## src/rtl/id_decode_stage.sv

```systemverilog
// RV32I instruction-decode stage: extracts register/opcode/immediate fields and
// the EXTOp format select, then holds results in a two-entry skid buffer for ID/EX.
module id_decode_stage #(
  parameter int PC_WIDTH = 32
) (
  input  logic                clk,
  input  logic                rst,
  input  logic                flush,
  input  logic                in_valid,
  output logic                in_ready,
  input  logic [31:0]         in_instr,
  input  logic [PC_WIDTH-1:0] in_pc,
  output logic                out_valid,
  input  logic                out_ready,
  output logic [PC_WIDTH-1:0] out_pc,
  output logic [6:0]          out_opcode,
  output logic [4:0]          out_rd,
  output logic [2:0]          out_funct3,
  output logic [4:0]          out_rs1,
  output logic [4:0]          out_rs2,
  output logic [6:0]          out_funct7,
  output logic [4:0]          i_immediate_shift_amount,
  output logic [11:0]         i_immediate,
  output logic [11:0]         s_immediate,
  output logic [11:0]         b_immediate,
  output logic [19:0]         u_immediate,
  output logic [19:0]         j_immediate,
  output logic [5:0]          EXTOp,
  output logic                out_illegal
);

  // Every field is a fixed bit slice of the word, so the entry keeps the raw
  // instruction and the fields are sliced from the head register.
  typedef struct packed {
    logic [PC_WIDTH-1:0] pc;
    logic [31:0]         instr;
    logic [5:0]          extop;
    logic                illegal;
  } entry_t;

  typedef enum logic [1:0] {EMPTY = 2'd0, ONE = 2'd1, FULL = 2'd2} state_t;

  state_t state;
  entry_t head, skid, dec;
  logic   accept, pop;

  assign accept = in_valid && in_ready;
  assign pop    = out_ready && (state != EMPTY);

  always_comb begin
    dec.pc      = in_pc;
    dec.instr   = in_instr;
    dec.extop   = 6'b000000;
    dec.illegal = 1'b0;
    case (in_instr[6:0])
      7'b0000011, 7'b0010011, 7'b1100111: dec.extop = 6'b000010;
      7'b0100011:                         dec.extop = 6'b000001;
      7'b1100011:                         dec.extop = 6'b000100;
      7'b0110111, 7'b0010111:             dec.extop = 6'b000101;
      7'b1101111:                         dec.extop = 6'b000110;
      7'b0110011, 7'b0001111, 7'b1110011: dec.extop = 6'b000000;
      default:                            dec.illegal = 1'b1;
    endcase
  end

  // in_ready is registered as "next state is not FULL", so out_ready never
  // reaches it combinationally.
  always_ff @(posedge clk) begin
    if (rst) begin
      state    <= EMPTY;
      in_ready <= 1'b1;
      head     <= '0;
      skid     <= '0;
    end else if (flush) begin
      state    <= EMPTY;
      in_ready <= 1'b1;
    end else begin
      case (state)
        EMPTY: if (accept) begin
          head  <= dec;
          state <= ONE;
        end
        ONE: begin
          if (accept && !pop) begin
            skid     <= dec;
            state    <= FULL;
            in_ready <= 1'b0;
          end else if (accept) begin
            head <= dec;
          end else if (pop) begin
            state <= EMPTY;
          end
        end
        FULL: if (pop) begin
          head     <= skid;
          state    <= ONE;
          in_ready <= 1'b1;
        end
        default: begin
          state    <= EMPTY;
          in_ready <= 1'b1;
        end
      endcase
    end
  end

  assign out_valid                = (state != EMPTY);
  assign out_pc                   = head.pc;
  assign out_opcode               = head.instr[6:0];
  assign out_rd                   = head.instr[11:7];
  assign out_funct3               = head.instr[14:12];
  assign out_rs1                  = head.instr[19:15];
  assign out_rs2                  = head.instr[24:20];
  assign out_funct7               = head.instr[31:25];
  assign i_immediate_shift_amount = head.instr[24:20];
  assign i_immediate              = head.instr[31:20];
  assign s_immediate              = {head.instr[31:25], head.instr[11:7]};
  assign b_immediate              = {head.instr[31], head.instr[7], head.instr[30:25], head.instr[11:8]};
  assign u_immediate              = head.instr[31:12];
  assign j_immediate              = {head.instr[31], head.instr[19:12], head.instr[20], head.instr[30:21]};
  assign EXTOp                    = head.extop;
  assign out_illegal              = head.illegal;

endmodule

```

## config.mk

```make
export PLATFORM = sky130hd
export DESIGN_NAME = id_decode_stage
export DESIGN_NICKNAME = d
export VERILOG_FILES = /design/src/rtl/id_decode_stage.sv
export SDC_FILE = /design/constraint.sdc
export NUM_CORES = 1
export LEC_CHECK = 0
export ABC_AREA = 0
export CAP_MARGIN = 20
export CORE_MARGIN = 2
export CORE_UTILIZATION = 49
export CTS_CLUSTER_DIAMETER = 30
export CTS_CLUSTER_SIZE = 40
export DETAILED_ROUTE_END_ITERATION = 7
export HOLD_SLACK_MARGIN = 0.12
export PLACE_DENSITY = 0.86
export SLEW_MARGIN = 20
export SYNTH_ARGS = -nofsm -noshare
export SYNTH_HDL_FRONTEND = slang
export SYNTH_SLANG_ARGS = --single-unit
```

## constraint.sdc

```tcl
create_clock -name clk -period 2.6 [get_ports clk]
set_input_delay 0.52 -clock clk [delete_from_list [all_inputs] [get_ports clk]]
set_output_delay 0.52 -clock clk [all_outputs]
set_load 0.005 [all_outputs]
```

# Word level (Yosys, flattened, before mapping)
# Index checks and enable logic that the tools add are counted.
[op_classes] n_eq_ne=19 n_mux=15 bitwise=2 n_reduce_logical=15
[ops] op="$mux W71" count=3
[ops] op="$pmux W71 S3" count=1
[ops] op="$eq A7 B7 Y1 const B" count=4
[ops] op="$eq A7 B6 Y1 const B" count=3
[ops] op="$pmux W3 S5" count=1
[ops] op="$eq A7 B5 Y1 const B" count=2
[ops] op="$reduce_or A11 Y1" count=1
[ops] op="$mux W2" count=5
[ops] op="$ne A2 B2 Y1 const B" count=4
[ops] op="$reduce_and A4 Y1" count=2
[ops] op="$eq A7 B2 Y1 const B" count=1
[ops] op="$eq A7 B4 Y1 const B" count=1
[ops] op="$ne A3 B3 Y1 const B" count=2
[ops] op="$pmux W2 S3" count=1
[ops] op="$reduce_and A3 Y1" count=2
[ops] op="$reduce_or A2 Y1" count=2
[ops] op="$logic_and A1 B1 Y1" count=3
[ops] op="$mux W1" count=3
[ops] op="$pmux W1 S3" count=1
[ops] op="$reduce_bool A3 Y1" count=1
[ops] op="$reduce_or A3 Y1" count=1
[ops] op="$eq A2 B1 Y1 const B" count=1
[ops] op="$eq A2 B2 Y1 const B" count=1
[ops] op="$logic_not A2 Y1" count=1
[ops] op="3 further kinds" count=4
[totals] register_bits=145 in_bits=69 elab_cells=61

# Longest topological paths before layout
# Gate-level depths: netlist (run 1).
[logic_depth] ltp_word=6 ltp_mapped=7 depth_no_buf=4

# Least setup slack after synthesis (run 1)
# Ideal clock, no wire load.
[synth_timing] kind="input-to-reg" start="input in_instr[4]" end="register head, in the netlist EXTOp[0]" arrival_ns=1.686 required_ns=2.521 path_slack_ns=0.834 path_stages=5 path_buffers=1 cell_sequence="buf_2 or3b_1 a2111oi_2 mux2i_1 a211oi_2"
[synth_via] elab_chain_len=6 elab_cells_between_ends=14
[synth_lines] element="start: declaration" line="11" source="input logic [31:0] in_instr,"
[synth_lines] element="$eq A7 B2 Y1, or another cell as far along" line="55" source="case (in_instr[6:0])"
[synth_lines] element="$reduce_or A3 Y1 / $reduce_or A2 Y1 (equally long branches)" line="55"
[synth_lines] element="$pmux W3 S5 (*)" line="55"
[synth_lines] element="$mux W71 (*)" line="79, 88"
[synth_lines] element="$mux W71" line="84" source="if (accept && !pop) begin"
[synth_lines] element="$pmux W71 S3 (*)" line="78" source="case (state)"
[synth_lines] element="end signal: assignment" line="95" source="head <= skid;"
[synth_lines] element="end: declaration" line="44" source="entry_t head, skid, dec;"
# Every way passes the cells marked *; elsewhere a longest branch is shown, timed or not. The select of a mux whose other input is x is not followed.
# A chain may end at the register's enable or synchronous reset.

# Worst setup path after layout (run 1)
[layout_timing] start="register state[1]" end="output out_valid"
[layout_via] elab_chain_len=1
[layout_lines] element="start: declaration" line="43" source="state_t state;"
[layout_lines] element="start signal: assignment" line="70" source="state <= EMPTY;"
[layout_lines] element="start signal: assignment" line="75" source="state <= EMPTY;"
[layout_lines] element="start signal: assignment" line="81" source="state <= ONE;"
[layout_lines] element="$reduce_bool A2 Y1" line="107" source="assign out_valid = (state != EMPTY);"
[layout_lines] element="end: declaration" line="13" source="output logic out_valid,"
# No other way between the ends.

==> results of run 1 <==
state kept, by name (all words and copies together) (netlist names):
name and count:
skid 68, out_pc 32, b_immediate 12, j_immediate 8
out_opcode 7, i_immediate 5, EXTOp 3, state 2
in_ready 1, out_illegal 1
tightest hold or removal path: cells and delay by family (launching register included):
family	cells	cell delay, ns
simple gates	1	0.05
flops	1	0.30
compound gates	1	0.05
worst paths after layout:
check | start | to | slack (ns) | cells after the start
worst min register to register | skid[41] | skid[41] | 0.45 | 2
worst max-delay path | state[1] | out_valid | 0.34 | 2
worst min-delay path | skid[41] | skid[41] | 0.45 | 2
worst max register to register | state[0] | j_immediate[18] | 0.75 | 4
layer usage:
metal	vias to the layer above	routed length (um)	global-route usage	share of wire
li1	2853	-	-	-
met1	2639	6180	0.247	0.40
met5	-	0	0	0
met3	29	985	0.0587	0.064
met4	0	365	0.104	0.024
met2	209	7960	0.398	0.51
power breakdown:
part | switching [W] | internal [W]
registers | 0.0000688 | 0.00222
clock network | 0.000885 | 0.00170
logic | 0.000285 | 0.000463
final cells by class:
| type | count | area [sq um] |
|---|---|---|
| Inverter | 2 | 7.51 |
| Multi-Input combinational cell | 518 | 2550 |
| Clock buffer | 21 | 480 |
| Sequential cell | 139 | 2780 |
| Clock inverter | 11 | 165 |
| Fill cell | 979 | 3900 |
| Timing Repair Buffer | 244 | 2460 |
| Tap cell | 172 | 215 |
cell families after synthesis:
group	count (synthesis)	synth area share
other cells	1	0.000598
flops	139	0.444
compound gates	149	0.167
simple gates	364	0.231
mux	1	0.00160
xor+xnor	1	0.00140
buf+inv	153	0.155
cells in the final DEF (no fill, tap or decap), types with 2 or more instances in the layout:
cell type,n
sky130_fd_sc_hd__inv_1,2
sky130_fd_sc_hd__or3b_1,2
sky130_fd_sc_hd__buf_4,19
sky130_fd_sc_hd__nor4_1,2
sky130_fd_sc_hd__conb_1,3
sky130_fd_sc_hd__clkinv_2,3
sky130_fd_sc_hd__o21ai_0,2
sky130_fd_sc_hd__nand4b_1,3
sky130_fd_sc_hd__clkbuf_16,17
sky130_fd_sc_hd__a21oi_1,71
sky130_fd_sc_hd__nor2b_1,2
sky130_fd_sc_hd__nand2b_1,2
sky130_fd_sc_hd__bufinv_16,4
sky130_fd_sc_hd__buf_12,7
sky130_fd_sc_hd__clkdlybuf4s50_1,218
sky130_fd_sc_hd__a311oi_1,66
sky130_fd_sc_hd__dfxtp_1,139
sky130_fd_sc_hd__nand2_1,270
sky130_fd_sc_hd__nor3_1,2
sky130_fd_sc_hd__nor2_1,73
sky130_fd_sc_hd__clkbuf_8,4
sky130_fd_sc_hd__clkinvlp_4,4
per-stage QoR:
step | total power, W | cell area, sq um | setup slack [ns] | cells | hold WS (ns)
CTS | 0.00567 | 8670 | 0.323 | 1107 | 0.454
finish | 0.00562 | 8670 | 0.336 | 1107 | 0.453
global route | 0.00585 | 8670 | 0.265 | 1107 | 0.465
global placement | 0.00306 | 8020 | 0.256 | 1075 | 0.439
floorplan | 0.00269 | 6270 | 0.834 | 810 | 0.431
detailed placement | 0.00308 | 8020 | 0.195 | 1075 | 0.446
==> load_flow_metrics.sql, run 1 <==
INSERT INTO impl_metrics (metric_group, metric, value, unit) VALUES
('grt', 'grt_overflow', '0', ''),
('critical_path', 'critPathKind', 'flop to primary output', ''),
('power', 'power.ir.vdd_worst', '0.000413', 'V'),
('detailed_routing', 'avgViaCountPerCell', '5.18', ''),
('grt', 'antenna_found_initial', '0', ''),
('clock_tree', 'post_cts.resized_instances', '0', ''),
('synth', 'synth.cells.most_frequent', 'sky130_fd_sc_hd__nand2_1 (270), sky130_fd_sc_hd__dfxtp_1 (139), sky130_fd_sc_hd__buf_4 (93), sky130_fd_sc_hd__nor2_1 (73), sky130_fd_sc_hd__a21oi_1 (71)', ''),
('clock_tree', 'clkLatencyLatePin', '0.41', 'ns'),
('clock_tree', 'cts_htree_levels', '4', ''),
('final_layout', 'finish.net_count', '991', ''),
('timing', 'setup-violations-final', '0', ''),
('grt', 'grt_first_pass_wirelength', '24.2', 'mm'),
('power', 'lkg_pwr', '3.08', 'nW'),
('synth', 'netlist_top_cells_area', 'sky130_fd_sc_hd__dfxtp_1 (44%), sky130_fd_sc_hd__nand2_1 (16%), sky130_fd_sc_hd__buf_4 (11%)', ''),
('clock_tree', 'cts_tree', 'done', ''),
('final_layout', 'final_layout_size_suffix_gt1_frac', '0.0717', ''),
('clock_tree', 'tritoncts.num_buffers', '17', ''),
('timing', 'finalClockSkew', '0.00635', 'ns'),
('timing', 'finalHoldViolCount', '0', ''),
('detailed_routing', 'postRouteWirelength', '15.5', 'mm'),
('synth', 'syn_area', '6270', 'sq um'),
('placed_design', 'buffers_on_ports', '219', ''),
('synth', 'ys_seq_area_frac', '0.444', ''),
('synth', 'syn_area_per_cell', '7.76', 'sq um'),
('critical_path', 'cp_slowest_cell', 'sky130_fd_sc_hd__dfxtp_1', ''),
('detailed_routing', 'detailroute.via_count', '5730', ''),
('synth', 'async_reset_ff_frac', '0', ''),
('critical_path', 'crit_path_end_kind', 'primary output', ''),
('synth', 'yosys_most_used_dff', 'sky130_fd_sc_hd__dfxtp_1', ''),
('clock_tree', 'cts_post_setup_buffers_inserted', '0', ''),
('timing', 'final.setup.tns', '0', 'ns'),
('timing', 'grt_setup_unrepaired', 'no', ''),
('clock_tree', 'cts-root-buf', 'sky130_fd_sc_hd__clkbuf_16', ''),
('power', 'power.density', '649', 'nW/um^2'),
('detailed_routing', 'routedWlPerCell', '14.0', 'um'),
('detailed_routing', 'drc_errors', '0', ''),
('critical_path', 'crit_chain', 'or2_2, clkdlybuf4s50_1', ''),
('placed_design', 'post-dp-hpwl', '10.1', 'mm'),
('floorplan', 'die_width', '117', 'um'),
('grt', 'pin_count_of_the_biggest_net_entering_global_routing', '82', ''),
('timing', 'maxClockFrequency', '0.442', 'GHz'),
('synth', 'synthesis_warnings', '0', ''),
('floorplan', 'rows', '41', ''),
('critical_path', 'critical_path.max_stage_delay', '0.61', 'ns'),
('floorplan', 'design.die.area', '13700', 'sq um'),
('floorplan', 'die_y', '117', 'um'),
('clock_tree', 'cts.clk_slew.worst_paths', '0.06', 'ns'),
('floorplan', 'core_area', '12600', 'sq um'),
('critical_path', 'critical_path.max_fanout', '10', ''),
('final_layout', 'antenna_cells_inserted', '0', ''),
('synth', 'yosys.area.top_type_share', '0.444', ''),
('critical_path', 'crit_family', 'flip-flops', ''),
('synth', 'synth.lib_cells_used.distinct', '35', ''),
('critical_path', 'critPathRequiredTime', '2.08', 'ns'),
('clock_tree', 'clockBufferDepth', '2', ''),
('critical_path', 'setup.worst_path.start_class', 'flop', ''),
('critical_path', 'worstPathBufferInverterCount', '1', ''),
('clock_tree', 'postCtsHoldBufs', '0', ''),
('critical_path', 'crit_arrival', '1.74', 'ns'),
('timing', 'relative_slew_slack', '0.624', ''),
('outcome', 'run_status', 'finished, final reports clean', ''),
('timing', 'layout_worst_path_cycle_share', '0.871', ''),
('clock_tree', 'cts_sinks', '139', ''),
('detailed_routing', 'iteration_count_of_the_initial_detailed_routing_pass', '5', ''),
('synth', 'number_of_synthesized_flops_with_an_enable_pin', '0', ''),
('detailed_routing', 'drt_first_iter_violations', '423', ''),
('floorplan', 'initial_core_util', '0.499', ''),
('detailed_routing', 'drt.antenna.violating_nets', '0', ''),
('worst_hold_path', 'hold_path_class', 'flop to flop', ''),
('final_layout', 'final_core_density', '0.689', ''),
('timing', 'period_needed', '2.26', 'ns');
(Power assumes the default switching activity.)
==> run 2: changes to the inputs <==
- CORE_ASPECT_RATIO: not set -> 1.1
==> load_flow_metrics.sql, run 2 (same netlist as run 1, synthesis figures left out) <==
INSERT INTO impl_metrics (metric_group, metric, value, unit) VALUES
('grt', 'antenna_found_initial', '0', ''),
('clock_tree', 'cts.clk_slew.worst_paths', '0.06', 'ns'),
('timing', 'layout_worst_path_cycle_share', '0.850', ''),
('detailed_routing', 'detailroute.via_count', '5691', ''),
('timing', 'maxClockFrequency', '0.452', 'GHz'),
('final_layout', 'final_cell_count_no_fill', '1086', ''),
('placed_design', 'dp.cells', '1054', ''),
('detailed_routing', 'postRouteWirelength', '15.5', 'mm'),
('detailed_routing', 'iteration_count_of_the_initial_detailed_routing_pass', '5', ''),
('critical_path', 'crit_family', 'flip-flops', ''),
('power', 'design_power_total', '0.00547', 'W'),
('timing', 'timing.final.ws_setup', '0.389', 'ns'),
('clock_tree', 'cts_post_setup_buffers_inserted', '0', ''),
('critical_path', 'reg2reg_depth', '4', ''),
('clock_tree', 'clkLatencyLatePin', '0.41', 'ns'),
('critical_path', 'critical_path.max_fanout', '10', ''),
('timing', 'tightestPinTransition', '0.576', 'ns'),
('worst_hold_path', 'min-delay-start', 'skid[33]', ''),
('detailed_routing', 'drc_errors', '0', ''),
('detailed_routing', 'drt_first_iter_violations', '331', ''),
('grt', 'grt_pass1_vias', '5097', ''),
('placed_design', 'post-dp-hpwl', '10.0', 'mm'),
('clock_tree', 'cts_htree_levels', '4', ''),
('final_layout', 'final_layout_size_suffix_gt1_frac', '0.0657', ''),
('critical_path', 'critPathKind', 'flop to primary output', ''),
('detailed_routing', 'avgViaCountPerCell', '5.24', ''),
('clock_tree', 'clockBufferDepth', '2', ''),
('power', 'power.share.switching', '0.235', ''),
('power', 'power.internal', '0.00418', 'W'),
('power', 'power.density', '637', 'nW/um^2'),
('critical_path', 'regToRegStartpoint', 'state[1]', ''),
('timing', 'grt_setup_unrepaired', 'no', ''),
('timing', 'final.setup.tns', '0', 'ns'),
('power', 'power.ir.vdd_worst', '0.000396', 'V'),
('worst_hold_path', 'worstHoldPathCells', '2', ''),
('grt', 'grt_first_pass_wirelength', '24.4', 'mm'),
('timing', 'drv_slew', '0', ''),
('final_layout', 'mostFrequentLayoutCells', 'sky130_fd_sc_hd__nand2_1 (270), sky130_fd_sc_hd__clkdlybuf4s50_1 (218), sky130_fd_sc_hd__dfxtp_1 (139)', ''),
('timing', 'relative_slew_slack', '0.616', ''),
('final_layout', 'antenna_cells_inserted', '0', ''),
('outcome', 'run_status', 'finished, final reports clean', ''),
('critical_path', 'crit_chain', 'or2_2, clkdlybuf4s50_1', ''),
('final_layout', 'largest_reg_flops', '68', ''),
('critical_path', 'setup.worst_path.start_class', 'flop', ''),
('detailed_routing', 'routed.top_layer', 'met4', ''),
('grt', 'grt_util_all_layers', '0.218', ''),
('critical_path', 'crit_path_start', 'state[1]', ''),
('clock_tree', 'cts_tree', 'done', ''),
('final_layout', 'finish.net_count', '985', ''),
('clock_tree', 'cts-root-buf', 'sky130_fd_sc_hd__clkbuf_16', ''),
('timing', 'period_needed', '2.21', 'ns'),
('critical_path', 'crit_arrival', '1.69', 'ns'),
('clock_tree', 'postCtsHoldBufs', '0', ''),
('clock_tree', 'cts_sinks', '139', ''),
('floorplan', 'initial_core_util', '0.500', ''),
('placed_design', 'placed_cell_area', '7980', 'sq um'),
('placed_design', 'buffers_on_ports', '219', ''),
('power', 'lkg_pwr', '3.04', 'nW'),
('final_layout', 'mostFrequentLayoutCell', 'sky130_fd_sc_hd__nand2_1', ''),
('final_layout', 'largest-register', 'skid', ''),
('critical_path', 'reg2reg_setup_slack', '0.69', 'ns'),
('floorplan', 'design.die.area', '13700', 'sq um'),
('floorplan', 'design.portCount', '223', ''),
('clock_tree', 'post_cts.resized_instances', '0', ''),
('power', 'switchingPower', '0.00129', 'W'),
('grt', 'grt_overflow', '0', ''),
('final_layout', 'post-route-cell-area', '8580', 'sq um'),
('run', 'maxCapViolations', '0', ''),
('clock_tree', 'tritoncts.num_buffers', '17', ''),
('critical_path', 'cp_slowest_cell', 'sky130_fd_sc_hd__dfxtp_1', ''),
('worst_hold_path', 'hold_path_class', 'flop to flop', ''),
('critical_path', 'critical_path.max_stage_delay', '0.60', 'ns'),
('detailed_routing', 'met3_wirelength', '841', 'um'),
('critical_path', 'path_depth', '2', ''),
('timing', 'setup-violations-final', '0', ''),
('detailed_routing', 'detailroute.wirelength.met2', '8.11', 'mm'),
('floorplan', 'core_area', '12500', 'sq um'),
('placed_design', 'dp_worst_setup_slack', '0.194', 'ns'),
('power', 'comb_power_share', '0.136', ''),
('critical_path', 'worstPathBufferInverterCount', '1', ''),
('detailed_routing', 'drt.antenna.violating_nets', '0', ''),
('floorplan', 'die_width', '112', 'um'),
('floorplan', 'die_y', '123', 'um'),
('power', 'p_seq_frac', '0.418', ''),
('grt', 'pin_count_of_the_biggest_net_entering_global_routing', '70', ''),
('timing', 'finalHoldViolCount', '0', ''),
('detailed_routing', 'routedWlPerCell', '14.3', 'um'),
('critical_path', 'crit_path_end_kind', 'primary output', ''),
('final_layout', 'area_growth_syn_to_layout', '37.0', '%'),
('timing', 'finalClockSkew', '0.00759', 'ns'),
('power', 'part_of_the_total_power_dissipated_in_the_clock_network', '0.445', ''),
('critical_path', 'critPathRequiredTime', '2.08', 'ns'),
('placed_design', 'gp_congestion', '0.787', ''),
('floorplan', 'rows', '43', ''),
('detailed_routing', 'm1WireLength', '6.37', 'mm');
## run 2: worst paths after layout
check	end
worst max register to register	out_opcode[4]
worst min register to register	skid[33]
worst max-delay path	out_valid
worst min-delay path	skid[33]
## run 2: per-layer routing
metal | track usage | up-vias
li1 | - | 2832
met3 | 0.0415 | 17
met4 | 0.0864 | 0
met5 | 0 | -
met2 | 0.394 | 197
met1 | 0.254 | 2645
## run 2: area by class of cell
cell class | count | area [sq um]
fill | 1006 | 3950
sequential | 139 | 2780
multi-input combinational | 518 | 2550
timing repair buffer | 238 | 2440
clock buffer | 17 | 425
tap | 157 | 196
clock inverter | 15 | 176
inverter | 2 | 7.51
## run 2: per-stage QoR
stage	hold WS, ns	utilization
finish	0.452	0.685
global route	0.464	0.685
CTS	0.452	0.685
detailed placement	0.444	0.637
global placement	0.441	0.637
floorplan	0.431	-
## run 2: power by group through the flow
stage                     combinational (W)  clock [W]  sequential (W)
after CTS                          0.000749    0.00248         0.00229
after global placement             0.000730          0         0.00233
after detailed placement           0.000745          0         0.00233
after floorplan                    0.000366          0         0.00233
after global routing               0.000801    0.00259         0.00230
final                              0.000745    0.00244         0.00229
## run 2: worst reg2reg max path: stages (launching register included)
cell and delay [ns]:
sky130_fd_sc_hd__dfxtp_1 0.60, sky130_fd_sc_hd__nor2b_4 0.24, sky130_fd_sc_hd__buf_4 0.47, sky130_fd_sc_hd__nand2_1 0.15
sky130_fd_sc_hd__a311oi_1 0.34
